### src/rtl/smps_pkg.sv
// Shared encodings for the SMPS bridge sequencer: state codes, trip causes
// and the default over-current / over-voltage thresholds.
package smps_pkg;

    typedef enum logic [2:0] {
        ST_IDLE      = 3'd0,
        ST_PRECHARGE = 3'd1,
        ST_SOFTSTART = 3'd2,
        ST_RUN       = 3'd3,
        ST_FAULT     = 3'd4,
        ST_LOCKOUT   = 3'd5
    } state_t;

    localparam logic [1:0] FC_NONE = 2'd0;
    localparam logic [1:0] FC_OCP  = 2'd1;
    localparam logic [1:0] FC_OVP  = 2'd2;

    localparam logic [23:0] OCP_LIMIT_DEF = 24'd11000000;
    localparam logic [23:0] OVP_LIMIT_DEF = 24'd900000;

endpackage

### src/rtl/smps_fault_detect.sv
// Over-current / over-voltage comparators. Strict greater-than, and OCP wins
// the cause encoding when both trip on the same sample.
module smps_fault_detect
    import smps_pkg::*;
#(
    parameter logic [23:0] OCP_LIMIT = OCP_LIMIT_DEF,
    parameter logic [23:0] OVP_LIMIT = OVP_LIMIT_DEF
) (
    input  logic        arm,
    input  logic        sense_valid,
    input  logic [23:0] vsense,
    input  logic [23:0] csense,
    output logic        trip,
    output logic [1:0]  code
);

    logic ocp;
    logic ovp;

    assign ocp = csense > OCP_LIMIT;
    assign ovp = vsense > OVP_LIMIT;

    always_comb begin
        trip = arm && sense_valid && (ocp || ovp);
        if (ocp)      code = FC_OCP;
        else if (ovp) code = FC_OVP;
        else          code = FC_NONE;
    end

endmodule

### src/rtl/smps_bridge_sequencer.sv
// Power-up sequencer for the ZVS bridge: precharge, phase-limit soft start,
// run, and trip handling with timed auto-retry and a latched lockout.
module smps_bridge_sequencer
    import smps_pkg::*;
#(
    parameter logic [15:0] PRECHARGE_CYCLES = 16'd1000,
    parameter logic [15:0] RAMP_DIV         = 16'd200,
    parameter logic [23:0] RETRY_CYCLES     = 24'd200000,
    parameter int          MAX_RETRIES      = 3,
    parameter logic [23:0] OCP_LIMIT        = OCP_LIMIT_DEF,
    parameter logic [23:0] OVP_LIMIT        = OVP_LIMIT_DEF
) (
    input  logic        clk,
    input  logic        rst_n,
    input  logic        enable,
    input  logic        sense_valid,
    input  logic [23:0] SMPS_50V_VSense,
    input  logic [23:0] SMPS_50V_CSense,
    input  logic        fault_clear,
    output logic        bridge_en,
    output logic [7:0]  phase_limit,
    output logic [2:0]  state,
    output logic        fault,
    output logic [1:0]  fault_code,
    output logic [1:0]  retry_cnt
);

    localparam logic [23:0] PRE_LAST   = {8'd0, PRECHARGE_CYCLES - 16'd1};
    localparam logic [23:0] RAMP_LAST  = {8'd0, RAMP_DIV - 16'd1};
    localparam logic [23:0] RETRY_LAST = RETRY_CYCLES - 24'd1;
    localparam logic [1:0]  MAX_R      = MAX_RETRIES[1:0];

    state_t      state_q, state_d;
    logic [23:0] cnt_q, cnt_d;
    logic [7:0]  phase_d;
    logic [1:0]  retry_d, code_d;
    logic        bridge_en_d, fault_d;
    logic        arm, trip;
    logic [1:0]  trip_code;

    assign state = state_q;
    assign arm   = (state_q == ST_PRECHARGE) || (state_q == ST_SOFTSTART) ||
                   (state_q == ST_RUN);

    smps_fault_detect #(
        .OCP_LIMIT (OCP_LIMIT),
        .OVP_LIMIT (OVP_LIMIT)
    ) u_fault_detect (
        .arm         (arm),
        .sense_valid (sense_valid),
        .vsense      (SMPS_50V_VSense),
        .csense      (SMPS_50V_CSense),
        .trip        (trip),
        .code        (trip_code)
    );

    always_ff @(posedge clk or negedge rst_n) begin
        if (!rst_n) begin
            state_q     <= ST_IDLE;
            cnt_q       <= '0;
            phase_limit <= '0;
            retry_cnt   <= '0;
            fault_code  <= FC_NONE;
            bridge_en   <= 1'b0;
            fault       <= 1'b0;
        end else begin
            state_q     <= state_d;
            cnt_q       <= cnt_d;
            phase_limit <= phase_d;
            retry_cnt   <= retry_d;
            fault_code  <= code_d;
            bridge_en   <= bridge_en_d;
            fault       <= fault_d;
        end
    end

    always_comb begin
        state_d = state_q;
        cnt_d   = cnt_q;
        phase_d = phase_limit;
        retry_d = retry_cnt;
        code_d  = fault_code;
        case (state_q)
            ST_IDLE: begin
                phase_d = '0;
                if (enable) begin
                    state_d = ST_PRECHARGE;
                    cnt_d   = '0;
                end
            end
            ST_PRECHARGE: begin
                phase_d = '0;
                if (cnt_q == PRE_LAST) begin
                    state_d = ST_SOFTSTART;
                    cnt_d   = '0;
                end else begin
                    cnt_d = cnt_q + 24'd1;
                end
            end
            ST_SOFTSTART: begin
                if (phase_limit == 8'hFF) begin
                    state_d = ST_RUN;
                    cnt_d   = '0;
                end else if (cnt_q == RAMP_LAST) begin
                    cnt_d   = '0;
                    phase_d = phase_limit + 8'd1;
                end else begin
                    cnt_d = cnt_q + 24'd1;
                end
            end
            ST_RUN: begin
                phase_d = 8'hFF;
                // Counter parks at the last value so the clear keeps holding.
                if (cnt_q == RETRY_LAST) retry_d = '0;
                else                     cnt_d   = cnt_q + 24'd1;
            end
            ST_FAULT: begin
                phase_d = '0;
                if (cnt_q == RETRY_LAST) begin
                    cnt_d = '0;
                    if (retry_cnt < MAX_R) begin
                        retry_d = retry_cnt + 2'd1;
                        state_d = ST_PRECHARGE;
                    end else begin
                        state_d = ST_LOCKOUT;
                    end
                end else begin
                    cnt_d = cnt_q + 24'd1;
                end
            end
            ST_LOCKOUT: begin
                phase_d = '0;
                if (fault_clear) begin
                    state_d = ST_IDLE;
                    cnt_d   = '0;
                    retry_d = '0;
                    code_d  = FC_NONE;
                end
            end
            default: begin
                state_d = ST_IDLE;
                cnt_d   = '0;
                phase_d = '0;
            end
        endcase

        if (!enable && (arm || state_q == ST_FAULT)) begin
            state_d = ST_IDLE;
            cnt_d   = '0;
            phase_d = '0;
            retry_d = '0;
        end

        // A trip outranks a simultaneous disable so the cause is never lost.
        if (trip) begin
            state_d = ST_FAULT;
            cnt_d   = '0;
            phase_d = '0;
            code_d  = trip_code;
        end
    end

    always_comb begin
        bridge_en_d = (state_d == ST_SOFTSTART) || (state_d == ST_RUN);
        fault_d     = (state_d == ST_FAULT) || (state_d == ST_LOCKOUT);
    end

endmodule

### config.mk
export PLATFORM = sky130hd
export DESIGN_NAME = smps_bridge_sequencer
export DESIGN_NICKNAME = d
export VERILOG_FILES = /design/src/rtl/smps_pkg.sv /design/src/rtl/smps_fault_detect.sv /design/src/rtl/smps_bridge_sequencer.sv
export SDC_FILE = /design/constraint.sdc
export NUM_CORES = 1
export LEC_CHECK = 0
export ABC_AREA = 1
export ABC_CLOCK_PERIOD_IN_PS = 4800
export BUFFER_PORTS_ARGS = -buffer_cell sky130_fd_sc_hd__buf_2
export CORE_MARGIN = 5
export CORE_UTILIZATION = 50
export CTS_CLUSTER_DIAMETER = 40
export DETAILED_ROUTE_END_ITERATION = 8
export PLACE_DENSITY_LB_ADDON = 0.3
export SLEW_MARGIN = 10
export SYNTH_ARGS = -nofsm -noshare
export SYNTH_HDL_FRONTEND = slang
export SYNTH_HIERARCHICAL = 1
export SYNTH_SLANG_ARGS = --single-unit
### constraint.sdc
create_clock -name clk -period 4.8 [get_ports clk]
set_input_delay 0.24 -clock clk [delete_from_list [all_inputs] [get_ports clk]]
set_output_delay 0.24 -clock clk [all_outputs]
set_load 0.02 [all_outputs]
# --- After elaboration in Yosys (flattened, before gate mapping) ---
# Cells that the tools add are included.
totals:
  latchBits: 0
  mem_bits_rw: 0
  elab_cells: 87
  mem_bits_ro: 0
  memories: 0
  regBits: 41
op_classes:
  n_div: 0
  muxes: 34
  bitwise_logic: 0
  n_reduce_logical: 18
  addsub: 3
  multipliers: 0
  n_shift: 0
  n_lt_le_gt_ge: 3
  n_eq_ne: 22
op_table:
  columns: ["operator", "count"]
  rows:
  - ["$mux W24", 9]
  - ["$pmux W24 S6", 1]
  - ["$mux W8", 4]
  - ["$add A24 B1 Y24 const B", 1]
  - ["$eq A24 B10 Y1 const B", 1]
  - ["$eq A24 B18 Y1 const B", 1]
  - ["$eq A24 B8 Y1 const B", 1]
  - ["$gt A24 B20 Y1 const B", 1]
  - ["$gt A24 B24 Y1 const B", 1]
  - ["$mux W3", 8]
  - ["$mux W2", 9]
  - ["$pmux W3 S6", 1]
  - ["$pmux W8 S2", 1]
  - ["$eq A3 B2 Y1 const B", 4]
  - ["$eq A3 B3 Y1 const B", 4]
  - ["$add A8 B1 Y8 const B", 1]
  - ["$eq A8 B8 Y1 const B", 1]
  - ["$ne A4 B3 Y1 const B", 2]
  - ["$ne A4 B4 Y1 const B", 2]
  - ["$logic_or A1 B1 Y1", 6]
  - ["$ne A3 B2 Y1 const B", 2]
  - ["$pmux W2 S3", 1]
  - ["$reduce_and A5 Y1", 1]
  - ["$ne A4 B2 Y1 const B", 1]
  - ["other kinds (12)", 16]

# --- Depth between registers and ports, before layout ---
# Gate-level depths: netlist of run 1.
depth:
  depth_word: 9
  ltp_mapped: 16
  mapped_depth_nobuf: 16

# --- Modules after synthesis ---
# The synthesis of run 1 kept the hierarchy.
by_module_without_submodules:
  columns: ["mod", "cells_each", "area_per_inst_um2", "n_inst"]
  rows:
  - ["smps_bridge_sequencer", 483, 3255.6, 1]
  - ["smps_fault_detect", 81, 419.2, 1]

# --- Least setup slack after synthesis of run 1 ---
# Ideal clock, no wire load.
synth_timing:
  kind: "register -> register"
  startpoint: "reg state_q[2] (netlist: state[2])"
  endpoint: "reg cnt_q[9]"
  arrival_ns: 1.879
  stages_incl_launch_ff: 13
  required_ns: 4.678
  setup_time_ns: 0.122
  setup_slack_ns: 2.799
  synth_period_minus_slack_ns: 2.001
  path_cell_list: "dfrtp_1 -> buf_4 -> inv_1 -> nand2_2 -> inv_1 -> nand2_1 -> a21oi_2 -> clkinv_1 -> nand2_1 -> nand2_4 -> buf_6 -> nor3_1 -> nor2_1"
synth_via:
  elab_chain_cells: 7
synth_lines:
  columns: ["element", "line_no", "text"]
  rows:
  - ["start, declared", "smps_bridge_sequencer.sv:33", "state_t state_q, state_d;"]
  - ["start signal, assigned", "smps_bridge_sequencer.sv:67", "state_q <= state_d;"]
  - ["$eq A3 B1 Y1 or $eq A3 B2 Y1 (tied branches)", "smps_bridge_sequencer.sv:42", "assign arm = (state_q == ST_PRECHARGE) || (state_q == ST_SOFTSTART) ||"]
  - ["$logic_or A1 B1 Y1", "smps_bridge_sequencer.sv:42", null]
  - ["$logic_or A1 B1 Y1 *", "smps_bridge_sequencer.sv:42", null]
  - ["via arm", "smps_bridge_sequencer.sv:38", "logic arm, trip;"]
  - ["$logic_and A1 B1 Y1 * (2 in a row)", "smps_fault_detect.sv:24", "trip = arm && sense_valid && (ocp || ovp);"]
  - ["via trip", "smps_bridge_sequencer.sv:38", null]
  - ["$ne A4 B3 Y1 (no source line) or $ne A4 B4 Y1 (tied branches)", null, null]
  - ["$reduce_and A3 Y1 (no source line)", null, null]
  - ["end signal, assigned", "smps_bridge_sequencer.sv:68", "cnt_q <= cnt_d;"]
  - ["end, declared", "smps_bridge_sequencer.sv:34", "logic [23:0] cnt_q, cnt_d;"]
# Mark *: on every way through the listed nets, which the timed path passes. The rest lies on a longest branch.
# A chain may end at the register's enable or synchronous reset.

# --- Worst setup path after layout of run 1 ---
layout_timing:
  startpoint: "reg state_q[0] (netlist: state[0])"
  endpoint: "reg cnt_q[22]"
# Same word-level chain as after synthesis.

==> summary.txt, run 1 <==
GRT
  – Global-route wire length before repair: 17,330 um
  – Vias in the first global route: 3,826
  – Grt total ovfl: 0
  – Largest net degree at the start of global routing: 42
  – All-Layer GR Usage: 23.74%
  – Initial antenna violation count: 0

Die
  – Initial core utilization: 50.94%
  – Die width: 95.73 um
  – Core ar.: 0.007214 mm^2
  – Num rows: 31
  – Die ar.: 0.009164 mm^2
  – Top Ports: 70
  – Die H: 95.73 um

Logic synthesis
  – XOR/XNOR share of the synthesized area: 1.430%
  – Synth Area in Simple Gates: 48.14%
  – Post-synthesis adder-cell area fraction: 1.021%
  – Largest cells by area after synthesis: dfrtp_1 (28%), nand2_1 (13%), nand3_1 (9.4%)
  – Async SR Flop Fraction: 100.0%
  – Largest family of logic cells by synthesized area: simple AND/OR/NAND/NOR gates
  – Number of synthesized flops with an enable pin: 0
  – Sequential area share after synthesis: 27.92%
  – Netlist cell types: 47
  – Ys flop type: dfrtp_1
  – Area share of the largest cell type after synthesis: 27.92%
  – Syn nets: 620
  – Warnings from Yosys: 6
  – Leading area contributor after synthesis: dfrtp_1
  – Avg Cell Area, Syn: 6.516 um^2
  – Synthesized area: 0.003675 mm^2
  – Register bit count reported by yosys: 41
  – Compound-Gate Fraction of Synth Area: 11.20%
  – Cell count after synthesis: 564
  – Post-synthesis mux area share: 0%

STA
  – Fmax: 0.3473 GHz
  – Clk_skew: 0.01034 ns
  – Slew Viols, Final: 0
  – Max-slew headroom: 35.08%
  – Final hold slack: 0.08058 ns
  – Final hold vios: 0
  – Setup TNS Final: 0 ns
  – Tcrit/Tclk final: 59.99%
  – Setup-failing EPs final: 0
  – Unrepaired setup endpoints after global routing: false
  – Min Tclk post-route: 2.879 ns
  – Worst slew pin tran: 0.9738 ns

Power and ir drop
  – Sw Share: 43.77%
  – Clk network pwr share: 25.8%
  – Logic pwr share: 39.4%
  – Pwr dens: 283.8 mW/mm^2
  – NetSw: 0.0005201 W
  – Leakage: 2.061 nW
  – VDD IR max: 0.2384 mV
  – Sequential cell fraction of total power: 34.9%
  – Int Power: 0.0006682 W

Clock network
  – Hold_buf cts: 0
  – CTS H-tree lvls: 2
  – Buffer count from post-CTS setup fixing: 0
  – CTS sink cnt: 41
  – Clk Latency, worst-skew pair: 0.31 ns
  – Inserted Clock Buffers: 5
  – Root buffer cell: clkbuf_8
  – Post-CTS sizing: 0
  – CTS tree: yes
  – Max clock buf depth: 2
  – Reg clk slew, reported paths: 0.09 ns

Place
  – Cell Count Post-Placement: 720
  – Gp weighted congestion: 0.9362
  – Port bufs: 69
  – Post-place instance area: 0.004066 mm^2
  – DP HPWL: 7990 um

Outcome
  – Status: finished clean

Layout
  – Final nets: 684
  – ANT cells: 0
  – Cell Count, Final, Fillers Out: 728
  – Fin area: 0.004187 mm^2
  – Ratio of cells with drive above 1 in the final layout: 23.05%
  – Filler instances: 729
  – Layout area overhead: 13.93%

Critical path
  – CP startpoint kind: flop
  – CP endpoint kind: flop
  – Required @ worst endpoint: 5.04 ns
  – CP Max Fanout: 23
  – Worst endpoint data arrival time: 3.12 ns
  – Crit Path Class: flop to flop

Hold path
  – Worst hold path type: input pin to asynchronous set/reset pin

Drt
  – Detail Route Antenna Nets: 0
  – Drt wl/cell: 13.91 um
  – DR pass1 iterations: 5
  – Overall routed net length: 10,120 um
  – Vias after detailed routing: 3,983
  – Vias per cell: 5.471
  – # DRC: 0
  – 1st-iter DRT viols: 235

Flow run
  – Max-Cap Viols: 0
logic make-up (layout without fill, tap and decap cells):
logic type,after synthesis,in the layout
AOI/OAI and AO/OA,63,63
xor gates and xnor gates,6,6
adders and majority gates,3,3
buffers and inverters,89,154
DFF,41,41
and+or+nand+nor,362,362
power groups by stage:
| stage | clock, W | combinational (W) | sequential [W] |
|---|---|---|---|
| 3_3_place_gp | 0 | 0.000455 | 0.000421 |
| 3_5_place_dp | 0 | 0.000464 | 0.000421 |
| 2_1_floorplan | 0 | 0.000349 | 0.000427 |
| 5_1_grt | 0.000321 | 0.000518 | 0.000423 |
| 6_report | 0.000306 | 0.000468 | 0.000414 |
| 4_1_cts | 0.000308 | 0.000466 | 0.000414 |
routing by layer:
layer / track usage, % / share of wire [%] / up-vias
met2: 40.47 / 48 / 155
met4: 8.175 / 2.1 / 0
met5: 0 / 0 / -
li1: - / - / 1967
met1: 30.97 / 44 / 1842
met3: 2.971 / 6.0 / 19
final timing paths:
kind	cells after the start	startpoint	end	slack [ns]
worst max-delay path	14	state[0]	cnt_q[22]	1.92
worst min-delay path	1	rst_n	cnt_q[5]	0.08
worst max register to register	14	state[0]	cnt_q[22]	1.92
worst min register to register	2	cnt_q[1]	cnt_q[1]	0.52
max in group asynchronous	1	rst_n	cnt_q[18]	4.11
min in group clk	5	sense_valid	fault_code[0]	0.32
cell usage after synthesis, types with 6 or more instances:
library cell / n
inv_1: 64
nand3_1: 69
inv_2: 6
dfrtp_1: 41
o21ai_2: 9
nor2_2: 11
o22ai_1: 6
nor3_1: 11
o211ai_1: 6
nand4_1: 23
nand2_2: 12
a21oi_1: 9
o21ai_0: 19
nor2_1: 81
nand2_1: 131
registers in the layout, summed over array words and instances, names as in the netlist:
name	flops
retry_cnt	2
state	3
fault	1
phase_limit	8
bridge_en	1
cnt_q	24
fault_code	2
cell usage in the layout, fill, tap and decap left out, types with 2 or more instances in the layout:
cell type  count
nand3_4        2
o22ai_1        6
nor2_2        11
o211ai_1       6
xnor2_1        2
nand2_1      131
buf_2         69
clkbuf_8       6
clkinv_1       3
xor2_1         4
nor3_1        11
nand3_1       69
nor2_1        81
o21ai_2        9
a21oi_2        4
o21ai_0       19
nor2_4         4
a21oi_1        9
nand3_2        3
nand2_4        5
nand2_2       12
inv_2          6
inv_1         64
o21ai_1        2
dfrtp_1       41
nand4_1       23
inv_4          3
nor3_4         2
ha_1           3
critical path: stages, from the launching register on:
cell,delay [ns]
dfrtp_1,0.62
inv_4,0.09
nand2_2,0.09
nand2_2,0.06
inv_1,0.05
nand2_1,0.06
a21oi_2,0.24
clkinv_1,0.47
nand2_1,0.34
nand2_4,0.22
inv_4,0.28
nand2_1,0.08
nand2_1,0.07
inv_1,0.04
a21oi_2,0.08
area by class of cell:
class / instances / area [um^2] / area share, %
multi-input combinational: 434 / 2271 / 54.24
sequential: 41 / 1026 / 24.51
timing repair buffer: 70 / 352.8 / 8.428
inverter: 76 / 292.8 / 6.993
tap: 99 / 123.9 / 2.959
clock buffer: 6 / 82.58 / 1.973
clock inverter: 2 / 37.54 / 0.8966
stage by stage:
stage                power, W  setup slack, ns  util, %
finish               0.001188            1.921    58.03
global route         0.001262            1.610    58.03
CTS                  0.001188            1.959    58.03
detailed placement  0.0008846            1.996    56.36
global placement    0.0008759            2.128    56.36
floorplan           0.0007755            2.799        -
Power figures use the tool's default switching activity.
==> run 2: changes to the inputs <==
- ABC_AREA: 1 -> 0
- ABC_CLOCK_PERIOD_IN_PS: 4800 -> 2400
- CORE_UTILIZATION: 50 -> 48
- clock period: 4.8 -> 2.4 ns (I/O delays scaled with it)
==> summary.txt, run 2 <==
Layout
  – Largest register FFs: 24
  – Layout area overhead: 39.45%
  – Most common cell after layout, fill and taps aside: buf_2
  – Commonest cells after routing, fill and taps aside: buf_2 (69), buf_4 (40), dfrtp_1 (38)
  – Cell Count, Final, Fillers Out: 493
  – ANT cells: 0
  – Ratio of cells with drive above 1 in the final layout: 38.95%
  – Final nets: 477
  – Largest reg by FF count: cnt_q

Die
  – Core ar.: 0.005540 mm^2
  – Die H: 85.95 um
  – Die width: 85.95 um
  – Die ar.: 0.007387 mm^2
  – Num rows: 27
  – Initial core utilization: 49.98%
  – Top Ports: 70

Logic synthesis
  – Largest cells by area after synthesis: dfrtp_1 (37%), nand2_1 (4.5%), nand3_1 (3.8%)
  – Ys flop type: dfrtp_1
  – Leading area contributor after synthesis: dfrtp_1
  – Synth cell count leaders: dfrtp_1 (41), nand2_1 (33), nor2_1 (25)
  – Number of synthesized flops with an enable pin: 0
  – Warnings from Yosys: 6
  – Synthesized area: 0.002769 mm^2
  – Syn nets: 369
  – Area share of the largest cell type after synthesis: 37.05%
  – Cell count after synthesis: 313
  – Async SR Flop Fraction: 100.0%
  – Top-count cell post-synth: dfrtp_1
  – Avg Cell Area, Syn: 8.846 um^2
  – Netlist cell types: 66
  – Register bit count reported by yosys: 41
  – Sequential area share after synthesis: 37.05%

Place
  – Worst slack at placement: -0.2203 ns
  – Gp weighted congestion: 0.9084
  – Cell Count Post-Placement: 481
  – DP HPWL: 5516 um
  – Port bufs: 69

Critical path
  – Worst r2r dst: cnt_q[17]
  – Slowest cell on the critical path: dfrtp_2
  – CP startpoint kind: flop
  – Required @ worst endpoint: 2.62 ns
  – R2R Path Start: state[1]
  – CP endpoint kind: flop
  – Crit path buf inv count: 1
  – Worst path cell trace: nor2_4 -> nor2_2 -> nand2_2 -> a31o_4 -> o32ai_4 -> nand4bb_4 -> a311oi_4 -> a21oi_2 -> buf_4 -> o211a_4 -> or4_1 -> o21ai_1
  – Crit Path Class: flop to flop
  – CP Depth: 12
  – Worst path max stage delay: 0.43 ns
  – Worst reg2reg path depth: 12
  – Worst R2R Setup Slack: -0.09 ns
  – Worst endpoint data arrival time: 2.71 ns
  – CP startpoint: state[1]
  – Critical Path Sink: cnt_q[17]
  – CP delay by family, top: simple AND/OR/NAND/NOR gates
  – CP Max Fanout: 4

Drt
  – Overall routed net length: 8011 um
  – Detail Route Antenna Nets: 0
  – # DRC: 0
  – Drt wl/cell: 16.25 um
  – Vias per cell: 6.051
  – DR pass1 iterations: 5
  – 1st-iter DRT viols: 275
  – Vias after detailed routing: 2,983

Power and ir drop
  – Sequential cell fraction of total power: 30.8%
  – Int Power: 0.001560 W
  – Leakage: 1.745 nW
  – Clk network pwr share: 21.6%
  – Sw Share: 38.49%
  – Logic pwr share: 47.7%
  – Pwr dens: 656.7 mW/mm^2
  – NetSw: 0.0009760 W
  – VDD IR max: 0.3271 mV

STA
  – Setup-failing EPs final: 4
  – Clk_skew: 0.008397 ns
  – Worst setup margin: -0.09153 ns
  – Slew Viols, Final: 0
  – Final hold vios: 0
  – Worst slew pin tran: 0.9307 ns
  – Unrepaired setup endpoints after global routing: true
  – Setup TNS Final: -0.2343 ns
  – Min Tclk post-route: 2.492 ns
  – Tcrit/Tclk final: 103.8%
  – Fmax: 0.4014 GHz
  – Max-slew headroom: 37.95%

GRT
  – Global-route wire length before repair: 13,080 um
  – All-Layer GR Usage: 21.48%
  – Grt total ovfl: 0
  – Largest net degree at the start of global routing: 42
  – Initial antenna violation count: 0
  – Vias in the first global route: 2,899

Clock network
  – Root buffer cell: clkbuf_8
  – Inserted Clock Buffers: 5
  – CTS H-tree lvls: 2
  – Reg clk slew, reported paths: 0.08 ns
  – CTS sink cnt: 41
  – Clk Latency, worst-skew pair: 0.30 ns
  – Max clock buf depth: 2
  – CTS tree: yes

Outcome
  – Violated checks: negative setup slack
  – Status: finished, violations left

Hold path
  – Min-Delay Path Depth: 2
  – Worst hold path type: input pin to flop

Flow run
  – Max-Cap Viols: 0
==> run 2: cell type report <==
type / instances / area [um^2]
multi-input cells: 254 / 1914
fillers: 411 / 1679
flip-flops and latches: 41 / 1030
repair buffers: 114 / 704.4
well taps: 72 / 90.09
clock buffers: 5 / 68.82
clock inverters: 2 / 35.03
inverters: 5 / 18.77
==> run 2: how the worst min path moves through the flow <==
| stage | startpoint | to | slack, ns |
|---|---|---|---|
| after CTS | enable | state[1] | 0.16 |
| after detailed placement | rst_n | phase_limit[1] | 0.32 |
| after global routing | enable | bridge_en | 0.19 |
| final | enable | bridge_en | 0.19 |
| after global placement | rst_n | phase_limit[0] | 0.30 |
| after floorplan | rst_n | bridge_en | -0.18 |
==> run 2: worst reg2reg max path, cell delays in order, from the launching register on <==
cell and delay [ns]:
dfrtp_2 0.43, nor2_4 0.13, nor2_2 0.06, nand2_2 0.10
a31o_4 0.12, o32ai_4 0.11, nand4bb_4 0.25, a311oi_4 0.30
a21oi_2 0.12, buf_4 0.15, o211a_4 0.15, or4_1 0.40
o21ai_1 0.11
==> run 2: what timing repair did <==
item	in CTS	in global routing
pin swaps	13	10
hold endpoints to repair	37	0
hold buffers	1	0
gates resized for setup	19	21
setup buffers	2	3
endpoints found under the setup margin	5	29
==> run 2: cells by family after synthesis <==
group	Yosys count	synth area share [%]
AND/OR/NAND/NOR	156	32.58
AO/OA/AOI/OAI	83	22.10
flip-flops	41	37.05
buffers and inverters	18	3.028
XOR/XNOR	10	3.163
adder cells (fa/ha/maj)	3	1.356
multiplexers	2	0.7230
==> run 2: power groups by stage <==
stage	registers [W]	logic, W	clock network, W
4_1_cts	0.000775	0.00109	0.000554
5_1_grt	0.000789	0.00131	0.000586
3_5_place_dp	0.000789	0.000990	0
2_1_floorplan	0.000846	0.000564	0
6_report	0.000780	0.00121	0.000547
3_3_place_gp	0.000787	0.000969	0
==> run 2: per-layer routing <==
layer	up-vias	track usage, %	wire length [um]
met2	136	35.60	3928
met4	0	7.914	190
met3	22	4.419	651
li1	1405	-	-
met1	1420	27.52	3241
met5	-	0	0
==> run 2: stage by stage <==
step	area [um^2]	power, W	hold WS (ns)	util (%)
floorplan	2808	0.001409	-0.1756	-
CTS	3714	0.002419	0.1633	67.03
finish	3861	0.002536	0.1886	69.69
detailed placement	3465	0.001779	0.3183	62.53
global route	3861	0.002682	0.1868	69.69
global placement	3465	0.001756	0.3006	62.53
==> run 3: changes to the inputs <==
- CORE_MARGIN: 5 -> default
==> summary.txt, run 3 (synthesis gave the netlist of run 2 again) <==
Outcome
  – Status: finished, violations left
  – Violated checks: negative setup slack

Hold path
  – HP Start: enable
  – Worst hold path type: input pin to flop
  – Hold endpoint: bridge_en
  – Min-Delay Path Depth: 2

Critical path
  – Crit Path Class: flop to flop
  – Required @ worst endpoint: 2.59 ns
  – Worst R2R Setup Slack: -0.01 ns
  – CP Max Fanout: 5
  – Worst r2r dst: cnt_q[6]
  – R2R Path Start: state[1]
  – Worst reg2reg path depth: 13
  – CP endpoint kind: flop
  – CP startpoint kind: flop
  – Worst endpoint data arrival time: 2.60 ns

Drt
  – Overall routed net length: 8267 um
  – Drt wl/cell: 16.60 um
  – DR top layer: met4
  – 1st-iter DRT viols: 290
  – # DRC: 0
  – Wire length on met1: 3293 um
  – Vias after detailed routing: 3,035
  – WL met2: 4216 um
  – Vias per cell: 6.094
  – DR pass1 iterations: 5
  – Detail Route Antenna Nets: 0
  – Detail Route met3 WL: 553 um

Clock network
  – Root buffer cell: clkbuf_8
  – Reg clk slew, reported paths: 0.08 ns
  – CTS tree: yes
  – Max clock buf depth: 2
  – Clk Latency, worst-skew pair: 0.30 ns
  – CTS sink cnt: 41
  – Inserted Clock Buffers: 5
  – CTS H-tree lvls: 2

Place
  – DP HPWL: 5375 um
  – Worst slack at placement: -0.3111 ns
  – Port bufs: 69
  – Post-place instance area: 0.003462 mm^2
  – Cell Count Post-Placement: 479
  – Gp weighted congestion: 0.8454

GRT
  – Grt total ovfl: 0
  – Global-route wire length before repair: 13,460 um
  – Largest net degree at the start of global routing: 42
  – All-Layer GR Usage: 27.88%
  – Vias in the first global route: 2,922
  – Initial antenna violation count: 0

STA
  – Unrepaired setup endpoints after global routing: true
  – Min Tclk post-route: 2.413 ns
  – Worst setup margin: -0.01292 ns
  – Slew Viols, Final: 0
  – Worst slew pin tran: 0.9338 ns
  – Clk_skew: 0.01086 ns
  – Final hold slack: 0.1941 ns
  – Tcrit/Tclk final: 100.5%
  – Fmax: 0.4144 GHz
  – Setup TNS Final: -0.03744 ns
  – Final hold vios: 0
  – Max-slew headroom: 37.74%
  – Setup-failing EPs final: 6

Power and ir drop
  – Pwr dens: 683.8 mW/mm^2
  – Leakage: 1.763 nW
  – VDD IR max: 0.3457 mV

Flow run
  – Max-Cap Viols: 0

Layout
  – Largest register FFs: 24
  – Cell Count, Final, Fillers Out: 498
  – Final nets: 481
  – Fin area: 0.003925 mm^2
  – Layout area overhead: 41.75%
  – Ratio of cells with drive above 1 in the final layout: 40.85%
  – Largest reg by FF count: cnt_q
  – Most common cell after layout, fill and taps aside: buf_2
  – Commonest cells after routing, fill and taps aside: buf_2 (69), buf_4 (43), dfrtp_1 (38)
  – ANT cells: 0

Die
  – Die ar.: 0.006076 mm^2
  – Top Ports: 70
  – Num rows: 27
  – Die H: 77.95 um
  – Core ar.: 0.005540 mm^2
  – Initial core utilization: 49.98%
  – Die width: 77.95 um
-- run 3: cell types whose count changed in the layout (fill, tap and decap cells not counted), sizes merged --
cell	before	now
clkinvlp	0	1
buf	113	117
clkinv	1	0
clkbuf	5	6
-- run 3: metal layers --
metal,track usage (%),vias to the layer above
met1,36.19,1451
li1,-,1421
met2,46.90,142
met4,10.19,0
met5,0,-
met3,4.353,21
-- run 3: layout make-up --
type	count	area (um^2)
inverters	5	18.77
multi-input cells	254	1923
clock inverters	2	37.54
clock buffers	6	82.58
repair buffers	118	743.2
fillers	413	1615
well taps	72	90.09
flip-flops and latches	41	1030
-- run 3: where the power goes --
| group | internal [W] | leakage, nW | switching (W) |
|---|---|---|---|
| Combinational | 0.000583 | 1.14 | 0.000728 |
| Clock | 0.000338 | 0.0574 | 0.000256 |
| Sequential | 0.000745 | 0.561 | 0.0000336 |
| Total | 0.00167 | 1.76 | 0.00102 |
-- run 3: metrics by stage --
| stage | utilization [%] | power [W] |
|---|---|---|
| 5_1_grt | 70.84 | 0.002823 |
| 4_1_cts | 67.89 | 0.002564 |
| 2_1_floorplan | - | 0.001409 |
| 6_report | 70.84 | 0.002684 |
| 3_5_place_dp | 62.49 | 0.001823 |
| 3_3_place_gp | 62.49 | 0.001789 |
-- run 3: worst max path at each step --
stage                   startpoint        end  slack, ns
6_report                  state[1]   cnt_q[6]      -0.01
5_1_grt                   state[1]  cnt_q[20]      -0.12
4_1_cts                   state[0]  cnt_q[17]      -0.08
3_5_place_dp   SMPS_50V_VSense[23]   cnt_q[5]      -0.31
3_3_place_gp   SMPS_50V_VSense[23]   cnt_q[5]      -0.15
2_1_floorplan             state[2]   cnt_q[7]      -0.04
-- run 3: worst max-delay path, stage by stage, from the launching register on --
cell	delay, ns
dfrtp_2	0.39
nor2_4	0.05
nor2_2	0.11
nand2_2	0.10
a31o_4	0.22
o32ai_4	0.14
nor4bb_1	0.11
buf_4	0.15
buf_4	0.12
o22ai_2	0.19
o211ai_4	0.16
buf_4	0.17
a21o_1	0.19
a22o_1	0.19
-- run 3: what timing repair did --
item / CTS / global route
buffers inserted: 2 / 7
endpoints found under the hold margin: 41 / 0
pin swaps: 9 / 15
gates cloned: 1 / 0
resized for setup: 24 / 21
endpoints found under the setup margin: 18 / 32
hold buffers: 1 / 0
